## config.mk

```make
export PLATFORM = sky130hd
export DESIGN_NAME = chorus_lfo
export DESIGN_NICKNAME = d
export VERILOG_FILES = /design/src/rtl/chorus_lfo.sv
export SDC_FILE = /design/constraint.sdc
export NUM_CORES = 1
export LEC_CHECK = 0
export CORE_ASPECT_RATIO = 1.75
export CORE_MARGIN = 1
export CORE_UTILIZATION = 30
export DETAILED_ROUTE_END_ITERATION = 16
export PLACE_DENSITY = 0.47
export SETUP_SLACK_MARGIN = 0.4
export SYNTH_ARGS = -nofsm -noshare
export SYNTH_HDL_FRONTEND = slang
export SYNTH_SLANG_ARGS = --single-unit
```

## constraint.sdc

```tcl
create_clock -name clk -period 10.2 [get_ports clk]
set_input_delay 1.02 -clock clk [delete_from_list [all_inputs] [get_ports clk]]
set_output_delay 1.02 -clock clk [all_outputs]
set_load 0.01 [all_outputs]
```

## src/rtl/chorus_lfo.sv

```systemverilog
// Triangle LFO that produces the chorus extra read delay, advancing once per sample strobe.
// Optional build macro LFO_SMOOTH_EN limits the per-strobe output change to SLEW_MAX while running.
module chorus_lfo #(
    parameter int PHASE_WIDTH = 20,
    parameter int TRI_WIDTH   = 10,
    parameter int DEPTH_WIDTH = 10,
    parameter int ADDR_WIDTH  = 13,
    parameter int SLEW_MAX    = 4
) (
    input  logic                   clk,
    input  logic                   rst_n,
    input  logic                   sample_valid_i,
    input  logic                   en_i,
    input  logic [PHASE_WIDTH-1:0] rate_i,
    input  logic [DEPTH_WIDTH-1:0] depth_i,
    output logic [ADDR_WIDTH-1:0]  extra_delay_o,
    output logic                   running_o
);

    localparam int PROD_W = TRI_WIDTH + DEPTH_WIDTH;

    localparam logic [1:0] ST_IDLE  = 2'd0;
    localparam logic [1:0] ST_RUN   = 2'd1;
    localparam logic [1:0] ST_DRAIN = 2'd2;

    if (TRI_WIDTH > PHASE_WIDTH - 1) begin : g_bad_tri
        $error("chorus_lfo: TRI_WIDTH must not exceed PHASE_WIDTH-1");
    end
    if (DEPTH_WIDTH > ADDR_WIDTH) begin : g_bad_depth
        $error("chorus_lfo: DEPTH_WIDTH must not exceed ADDR_WIDTH");
    end
    if (SLEW_MAX < 1) begin : g_bad_slew
        $error("chorus_lfo: SLEW_MAX must be at least 1");
    end

    logic [1:0]             state_q, state_d;
    logic [PHASE_WIDTH-1:0] phase_q, phase_d;
    logic [PHASE_WIDTH-1:0] rate_q, rate_d;
    logic [DEPTH_WIDTH-1:0] depth_q, depth_d;
    logic                   run_upd_q, run_upd_d;
    logic                   dec_upd_q, dec_upd_d;
    logic [ADDR_WIDTH-1:0]  out_q, out_d;
    logic                   running_q, running_d;

    // Stage 2: triangle shaping and depth scaling from the registered phase.
    logic [TRI_WIDTH-1:0]   tri_t;
    logic [TRI_WIDTH-1:0]   tri_v;
    logic [PROD_W-1:0]      prod;
    logic [DEPTH_WIDTH-1:0] target_dw;
    logic [TRI_WIDTH-1:0]   prod_lsb_unused;
    logic [ADDR_WIDTH-1:0]  target;
    logic [ADDR_WIDTH-1:0]  run_val;
    logic [ADDR_WIDTH-1:0]  dec_val;

    assign tri_t  = phase_q[PHASE_WIDTH-2 -: TRI_WIDTH];
    assign tri_v  = phase_q[PHASE_WIDTH-1] ? ~tri_t : tri_t;
    assign prod   = PROD_W'(tri_v) * PROD_W'(depth_q);
    assign {target_dw, prod_lsb_unused} = prod;
    assign target = ADDR_WIDTH'(target_dw);

`ifdef LFO_SMOOTH_EN
    localparam logic [ADDR_WIDTH-1:0] SLEW = ADDR_WIDTH'(SLEW_MAX);
    logic [ADDR_WIDTH-1:0] diff;

    always_comb begin
        diff    = '0;
        run_val = target;
        if (target > out_q) begin
            diff    = target - out_q;
            run_val = out_q + ((diff > SLEW) ? SLEW : diff);
        end else if (target < out_q) begin
            diff    = out_q - target;
            run_val = out_q - ((diff > SLEW) ? SLEW : diff);
        end
    end
`else
    assign run_val = target;
`endif

    assign dec_val = (out_q == '0) ? '0 : out_q - ADDR_WIDTH'(1);

    // out_d is the value the output holds once any in-flight update lands;
    // the drain decision looks at it so back-to-back strobes stay exact.
    always_comb begin
        out_d = out_q;
        if (run_upd_q) begin
            out_d = run_val;
        end else if (dec_upd_q) begin
            out_d = dec_val;
        end
    end

    // Stage 1: state machine, phase accumulator and parameter latches.
    logic [PHASE_WIDTH:0] phase_sum;
    assign phase_sum = {1'b0, phase_q} + {1'b0, rate_q};

    always_comb begin
        state_d   = state_q;
        phase_d   = phase_q;
        rate_d    = rate_q;
        depth_d   = depth_q;
        run_upd_d = 1'b0;
        dec_upd_d = 1'b0;
        if (sample_valid_i) begin
            case (state_q)
                ST_IDLE: begin
                    phase_d = '0;
                    if (en_i) begin
                        rate_d  = rate_i;
                        depth_d = depth_i;
                        state_d = ST_RUN;
                    end
                end
                ST_RUN: begin
                    if (!en_i) begin
                        state_d = ST_DRAIN;
                    end else begin
                        phase_d   = phase_sum[PHASE_WIDTH-1:0];
                        run_upd_d = 1'b1;
                        // Triangle is zero at wrap, so new depth/rate enter without a step.
                        if (phase_sum[PHASE_WIDTH]) begin
                            rate_d  = rate_i;
                            depth_d = depth_i;
                        end
                    end
                end
                ST_DRAIN: begin
                    dec_upd_d = 1'b1;
                    if (out_d <= ADDR_WIDTH'(1)) begin
                        state_d = ST_IDLE;
                        phase_d = '0;
                    end
                end
                default: begin
                    state_d = ST_IDLE;
                    phase_d = '0;
                end
            endcase
        end
    end

    assign running_d = (state_d != ST_IDLE);

    always_ff @(posedge clk or negedge rst_n) begin
        if (!rst_n) begin
            state_q   <= ST_IDLE;
            phase_q   <= '0;
            rate_q    <= '0;
            depth_q   <= '0;
            run_upd_q <= 1'b0;
            dec_upd_q <= 1'b0;
            out_q     <= '0;
            running_q <= 1'b0;
        end else begin
            state_q   <= state_d;
            phase_q   <= phase_d;
            rate_q    <= rate_d;
            depth_q   <= depth_d;
            run_upd_q <= run_upd_d;
            dec_upd_q <= dec_upd_d;
            out_q     <= out_d;
            running_q <= running_d;
        end
    end

    assign extra_delay_o = out_q;
    assign running_o     = running_q;

endmodule

```

==> results.yml, run 1 <==
sta:
  rsz0062_at_grt: "no"
  slew_headroom: 0.3836
  min_period_over_period: 0.7669
  setup_viol: 0
  hold_slack_ns: 0.5075
  fin_skew_ns: 0.009511
  hold_violations: 0
  drv_slew: 0
  final.min_clock_period_ns: 7.822
  tightest_slew_ns: 0.9127
  fin_ws_ns: 2.378
  fmax_mhz: 127.8
  fin_tns_setup_ns: 0
placed_design:
  place_congestion: 0.8415
  place_ws_ns: 2.356
  dpl_cell_area_sq_mm: 0.007893
  dp_hpwl_microns: 14460
  port_buffers: 47
final_layout:
  num_antenna_cells: 0
  nets: 927
  drive_gt1_frac: 0.04987
  area_growth_pct: 15.11
  finish.instance_area_sq_mm: 0.008209
global_route:
  grt_usage: 0.1554
  grt_pass1_wl_microns: 29880
  overflow: 0
  antenna_found_initial: 0
  grt_pass1_vias: 5939
  grt_max_degree: 69
critical_path:
  worstRegToRegCells: 24
  cp_data_required_time_ns: 10.43
  cp.arrival_ns: 8.05
  slowest_stage: "dfrtp_1"
  worstPathMaxFanout: 20
  setup.worst_path.end_class: "register"
  worstReg2RegStart: "phase_q[19]"
  cpPeakStageDelay_ns: 0.69
  worst-path-buf-inv: 6
  worstPathCellList: "xor2_1, nand2_1, fa_1, inv_1, fa_1, inv_1, fa_1, inv_1, fa_1, inv_1, fa_1, inv_1, ha_1, and3_1, a221oi_1, nand3_1, nor4b_1, or3_4, or4_1, or4_1, nor4_2, o21ai_1, buf_4, a22o_1"
  path_depth: 24
  startpoint_type: "register"
  critPathTopFamily: "adder cells"
  crit_type: "register to register"
  r2r_slack_ns: 2.38
  crit_start: "phase_q[19]"
clock_network:
  hold_buffers: 0
  ctsRootBufferMaster: "clkbuf_16"
  cts.sinks: 68
  path_clk_slew_ns: 0.06
  cts_made_buffers: 9
  cts_resized: 0
  cts_tree: "built"
  insertion_delay_ns: 0.34
  h-tree-depth: 3
  post_cts.repair.setup_buffers: 0
  clk_path_buf_depth: 2
logic_synthesis:
  ys_top_cells_by_area: "dfrtp_1 (24%), fa_1 (17%), ha_1 (13%), a22o_1 (5.9%), and2_1 (5.9%)"
  synth-edff-count: 0
  ys_ff_latch: 68
  synthFlopType: "dfrtp_1"
  syn_avg_cell_area_sq_um: 9.851
  async_flop_share: 1.000
  ys_types: 68
  ys.warnings.count: 0
  yosys.area.top_type: "dfrtp_1"
  postSynthCellCount: 724
  synth_top_area_frac: 0.2386
  synth.cell_area_sq_mm: 0.007132
  synth-seq-area-share: 0.2386
  synth_fp_nets: 894
floorplan:
  die_h_microns: 206.0
  ios: 48
  core_sq_mm: 0.02333
  die_w_microns: 118.6
  initial_utilization: 0.3057
  dieArea_sq_mm: 0.02442
  rows: 74
detailed_routing:
  num_vias: 5511
  drtAntennaViolNets: 0
  detail_route.vias_per_cell: 5.170
  routed_wl_microns: 18020
  routedWlPerCell_microns: 16.90
  drt_iter0_drc: 156
  dr.pass1.iters: 4
  drc_errors: 0
worst_hold_path:
  hp-start: "phase_q[7]"
  holdPathStages: 1
  hold_path.class: "register to register"
run_status:
  status: "completed"
job:
  cap_violations: 0
[per-stage QoR]
stage	cells	util
floorplan	724	-
CTS	1066	0.3518
detailed placement	1050	0.3383
global route	1066	0.3518
global placement	1050	0.3383
finish	1066	0.3518
[final cells by class]
| class | count | area, sq um |
|---|---|---|
| Fill cell | 2383 | 15120 |
| Sequential cell | 68 | 1702 |
| Clock inverter | 7 | 91.34 |
| Timing Repair Buffer | 54 | 518.0 |
| Multi-Input combinational cell | 557 | 5041 |
| Clock buffer | 9 | 225.2 |
| Tap cell | 304 | 380.4 |
| Inverter | 67 | 251.5 |
[kinds of logic after synthesis]
group | count (synthesis) | synth area share
and+or+nand+nor | 210 | 0.1612
AOI/OAI and AO/OA | 169 | 0.1874
DFF | 68 | 0.2386
muxes | 4 | 0.005790
adders and majority gates | 136 | 0.3039
xor gates and xnor gates | 38 | 0.04667
buffers and inverters | 99 | 0.05649
[metal layers]
layer | up-vias | part of all wire | GRT usage
li1 | 2647 | - | -
met1 | 2778 | 0.38 | 0.1583
met2 | 57 | 0.57 | 0.3106
met3 | 29 | 0.011 | 0.01490
met4 | 0 | 0.036 | 0.07550
met5 | - | 0 | 0
[synthesized netlist by cell type, types with 5 or more instances]
cell type   n
ha_1       74
dfrtp_1    68
and2_1     67
inv_1      65
fa_1       62
nand2_1    54
a22o_1     48
a221o_1    31
nor2_1     28
clkbuf_1   23
xor2_1     22
a21oi_1    21
xnor2_1    16
o21ai_0    12
a21o_1     10
nand3_1    10
nor3_1     10
o21ai_1     7
a31oi_1     5
nand2b_1    5
[sequential cells by signal, summed over array words and instances (netlist names)]
| name | flops |
|---|---|
| run_upd_q | 1 |
| depth_q | 10 |
| state_q | 2 |
| rate_q | 20 |
| extra_delay_o | 13 |
| dec_upd_q | 1 |
| phase_q | 20 |
| running_o | 1 |
[cells in the final DEF (no fill, tap or decap), drive strengths merged, types with 3 or more instances in the layout]
| master | synthesis | layout |
|---|---|---|
| a211oi | 3 | 3 |
| a21o | 10 | 10 |
| a21oi | 21 | 21 |
| a221o | 31 | 31 |
| a22o | 48 | 48 |
| a311o | 3 | 3 |
| a31oi | 5 | 5 |
| and2 | 67 | 67 |
| and3 | 4 | 4 |
| buf | 9 | 8 |
| clkbuf | 23 | 9 |
| clkdlybuf4s50 | 0 | 46 |
| clkinv | 0 | 4 |
| dfrtp | 68 | 68 |
| fa | 62 | 62 |
| ha | 74 | 74 |
| inv | 67 | 67 |
| mux2i | 3 | 3 |
| nand2 | 54 | 54 |
| nand2b | 5 | 5 |
| nand3 | 10 | 10 |
| nand4 | 4 | 4 |
| nor2 | 28 | 28 |
| nor3 | 12 | 12 |
| nor4 | 5 | 5 |
| nor4b | 3 | 3 |
| o21ai | 19 | 19 |
| or3 | 4 | 4 |
| or4 | 4 | 4 |
| xnor2 | 16 | 16 |
| xor2 | 22 | 22 |
[final timing paths]
check,end
setup / recovery,phase_q[2]
hold / removal,phase_q[7]
setup reg to reg,phase_q[2]
hold reg to reg,phase_q[7]
max in group asynchronous,state_q[0]
min in group asynchronous,depth_q[1]
Power of run 1 is not shown: default switching activity piles up to over one toggle a cycle in this logic, so the estimate is an artifact.
==> run 2, diff against run 1 <==
Clock period 10.2 ns to 7.81 ns, I/O delays scaled along.
==> run 2 against run 1 <==
Design area is 2.9% higher; flip-flop and latch count did not move; wire length grew 4.6%; critical path depth is 1 lower; utilization rose by 1.0 points; non-clock buffer count up 15; first-iteration DRC count rose by 3.2%; highest routed layer unchanged.
==> results.yml, run 2 (same netlist as run 1, synthesis figures left out) <==
global_route:
  grt_usage: 0.1601
  antenna_found_initial: 0
  grt_max_degree: 69
  overflow: 0
  grt_pass1_vias: 5964
  grt_pass1_wl_microns: 30550
critical_path:
  cp_data_required_time_ns: 8.03
  cp.arrival_ns: 7.42
  startpoint_type: "register"
  worstPathMaxFanout: 10
  setup.worst_path.end_class: "register"
  crit_type: "register to register"
placed_design:
  dp_hpwl_microns: 14870
  port_buffers: 47
  placedCellCount: 1058
  place_ws_ns: 0.08528
  place_congestion: 0.8495
sta:
  tightest_slew_ns: 0.9530
  slew_headroom: 0.3563
  final.min_clock_period_ns: 7.198
  fmax_mhz: 138.9
  drv_slew: 0
  setup_viol: 0
  fin_tns_setup_ns: 0
  fin_skew_ns: 0.01185
  rsz0062_at_grt: "no"
  fin_ws_ns: 0.6119
  min_period_over_period: 0.9217
  hold_violations: 0
clock_network:
  ctsRootBufferMaster: "clkbuf_16"
  insertion_delay_ns: 0.34
  cts_tree: "built"
  cts_made_buffers: 9
  path_clk_slew_ns: 0.06
  hold_buffers: 0
  cts.sinks: 68
  clk_path_buf_depth: 2
  h-tree-depth: 3
final_layout:
  final_common_cell: "ha_1"
  final.fill_count: 2390
  final_cell_mix: "ha_1 (73), dfrtp_1 (67), and2_1 (66)"
  nets: 942
  finalNonFillerCells: 1081
  num_antenna_cells: 0
  area_growth_pct: 18.46
  drive_gt1_frac: 0.09009
floorplan:
  die_h_microns: 206.0
  ios: 48
  dieArea_sq_mm: 0.02442
  initial_utilization: 0.3057
  rows: 74
  die_w_microns: 118.6
  core_sq_mm: 0.02333
detailed_routing:
  drc_errors: 0
  drt_iter0_drc: 161
  detail_route.vias_per_cell: 5.105
  dr.max_layer_used: "met4"
  dr_wl_met3_microns: 216
  num_vias: 5518
  routedWlPerCell_microns: 17.42
  drtAntennaViolNets: 0
  wl_met2_microns: 11090
  routed_wl_microns: 18840
  dr.pass1.iters: 4
  wl_met1_microns: 7153
job:
  cap_violations: 0
run_status:
  status: "completed"
worst_hold_path:
  hold_path.class: "register to register"
-- run 2: cell count changes in the layout (fill, tap and decap cells not counted), sizes merged --
cell      delta
clkinv       +1
bufinv       -2
clkinvlp     +1
buf         +15
-- run 2: final timing paths --
kind | start | endpoint | slack, ns | depth (start not counted)
max | phase_q[19] | phase_q[5] | 0.61 | 23
min | phase_q[0] | phase_q[0] | 0.50 | 1
max reg2reg | phase_q[19] | phase_q[5] | 0.61 | 23
min reg2reg | phase_q[0] | phase_q[0] | 0.50 | 1
max in group asynchronous | rst_n | phase_q[19] | 6.43 | 2
min in group asynchronous | rst_n | depth_q[0] | 0.62 | 2
-- run 2: metrics by stage --
stage / instance area (sq um) / hold slack (ns) / util
2_1_floorplan: 7132 / 0.4563 / -
3_3_place_gp: 7953 / 0.4905 / 0.3408
3_5_place_dp: 7953 / 0.4955 / 0.3408
4_1_cts: 8243 / 0.5089 / 0.3533
5_1_grt: 8448 / 0.5283 / 0.3621
6_report: 8448 / 0.5046 / 0.3621
-- run 2: layout make-up --
type / instances / area [sq um] / area share
Multi-Input combinational cell: 557 / 5200 / 0.6155
Sequential cell: 68 / 1705 / 0.2019
Timing Repair Buffer: 69 / 641.9 / 0.07598
Tap cell: 304 / 380.4 / 0.04502
Inverter: 67 / 251.5 / 0.02977
Clock buffer: 9 / 225.2 / 0.02666
Clock inverter: 7 / 43.79 / 0.005184
-- run 2: worst max-delay path, cell delays in order, from the launching register on --
cell and delay (ns):
dfrtp_4 0.59, xor2_4 0.26, and2_1 0.20, fa_1 0.39
fa_1 0.55, inv_1 0.05, fa_1 0.47, inv_1 0.05
fa_1 0.53, inv_1 0.06, fa_1 0.53, inv_1 0.04
ha_1 0.33, and3_4 0.22, a221oi_2 0.25, nand3_2 0.21
nor4b_4 0.19, or3_4 0.34, or4_1 0.52, or4_4 0.45
nor4_4 0.32, o21ai_2 0.12, buf_6 0.16, a22o_1 0.23
-- run 2: timing repair --
item,in CTS,in global routing
pin swaps,0,9
hold endpoints to repair,0,0
resized for setup,4,28
setup buffers,0,6
cloned,0,1
endpoints found under the setup margin,22,20
-- run 2: layer usage --
metal  GRT usage  vias to the layer above
li1            -                     2681
met1      0.1654                     2774
met2      0.3296                       46
met3     0.01325                       17
met4     0.05470                        0
met5           0                        -
Power of run 2 is left out for the same reason.
==> run 3, diff against run 2 <==
--- a/config.mk
+++ b/config.mk
@@ -10,2 +10,3 @@
 export CORE_UTILIZATION = 30
+export CTS_CLUSTER_SIZE = 25
 export DETAILED_ROUTE_END_ITERATION = 16
--- a/constraint.sdc
+++ b/constraint.sdc
@@ -3,2 +3,2 @@
 set_output_delay 0.781 -clock clk [all_outputs]
-set_load 0.01 [all_outputs]
+set_load 0.1 [all_outputs]
==> results of run 3 <==
Same layout as run 2 (identical final DEF). Status: completed.
Power of run 3 is left out for the same reason.
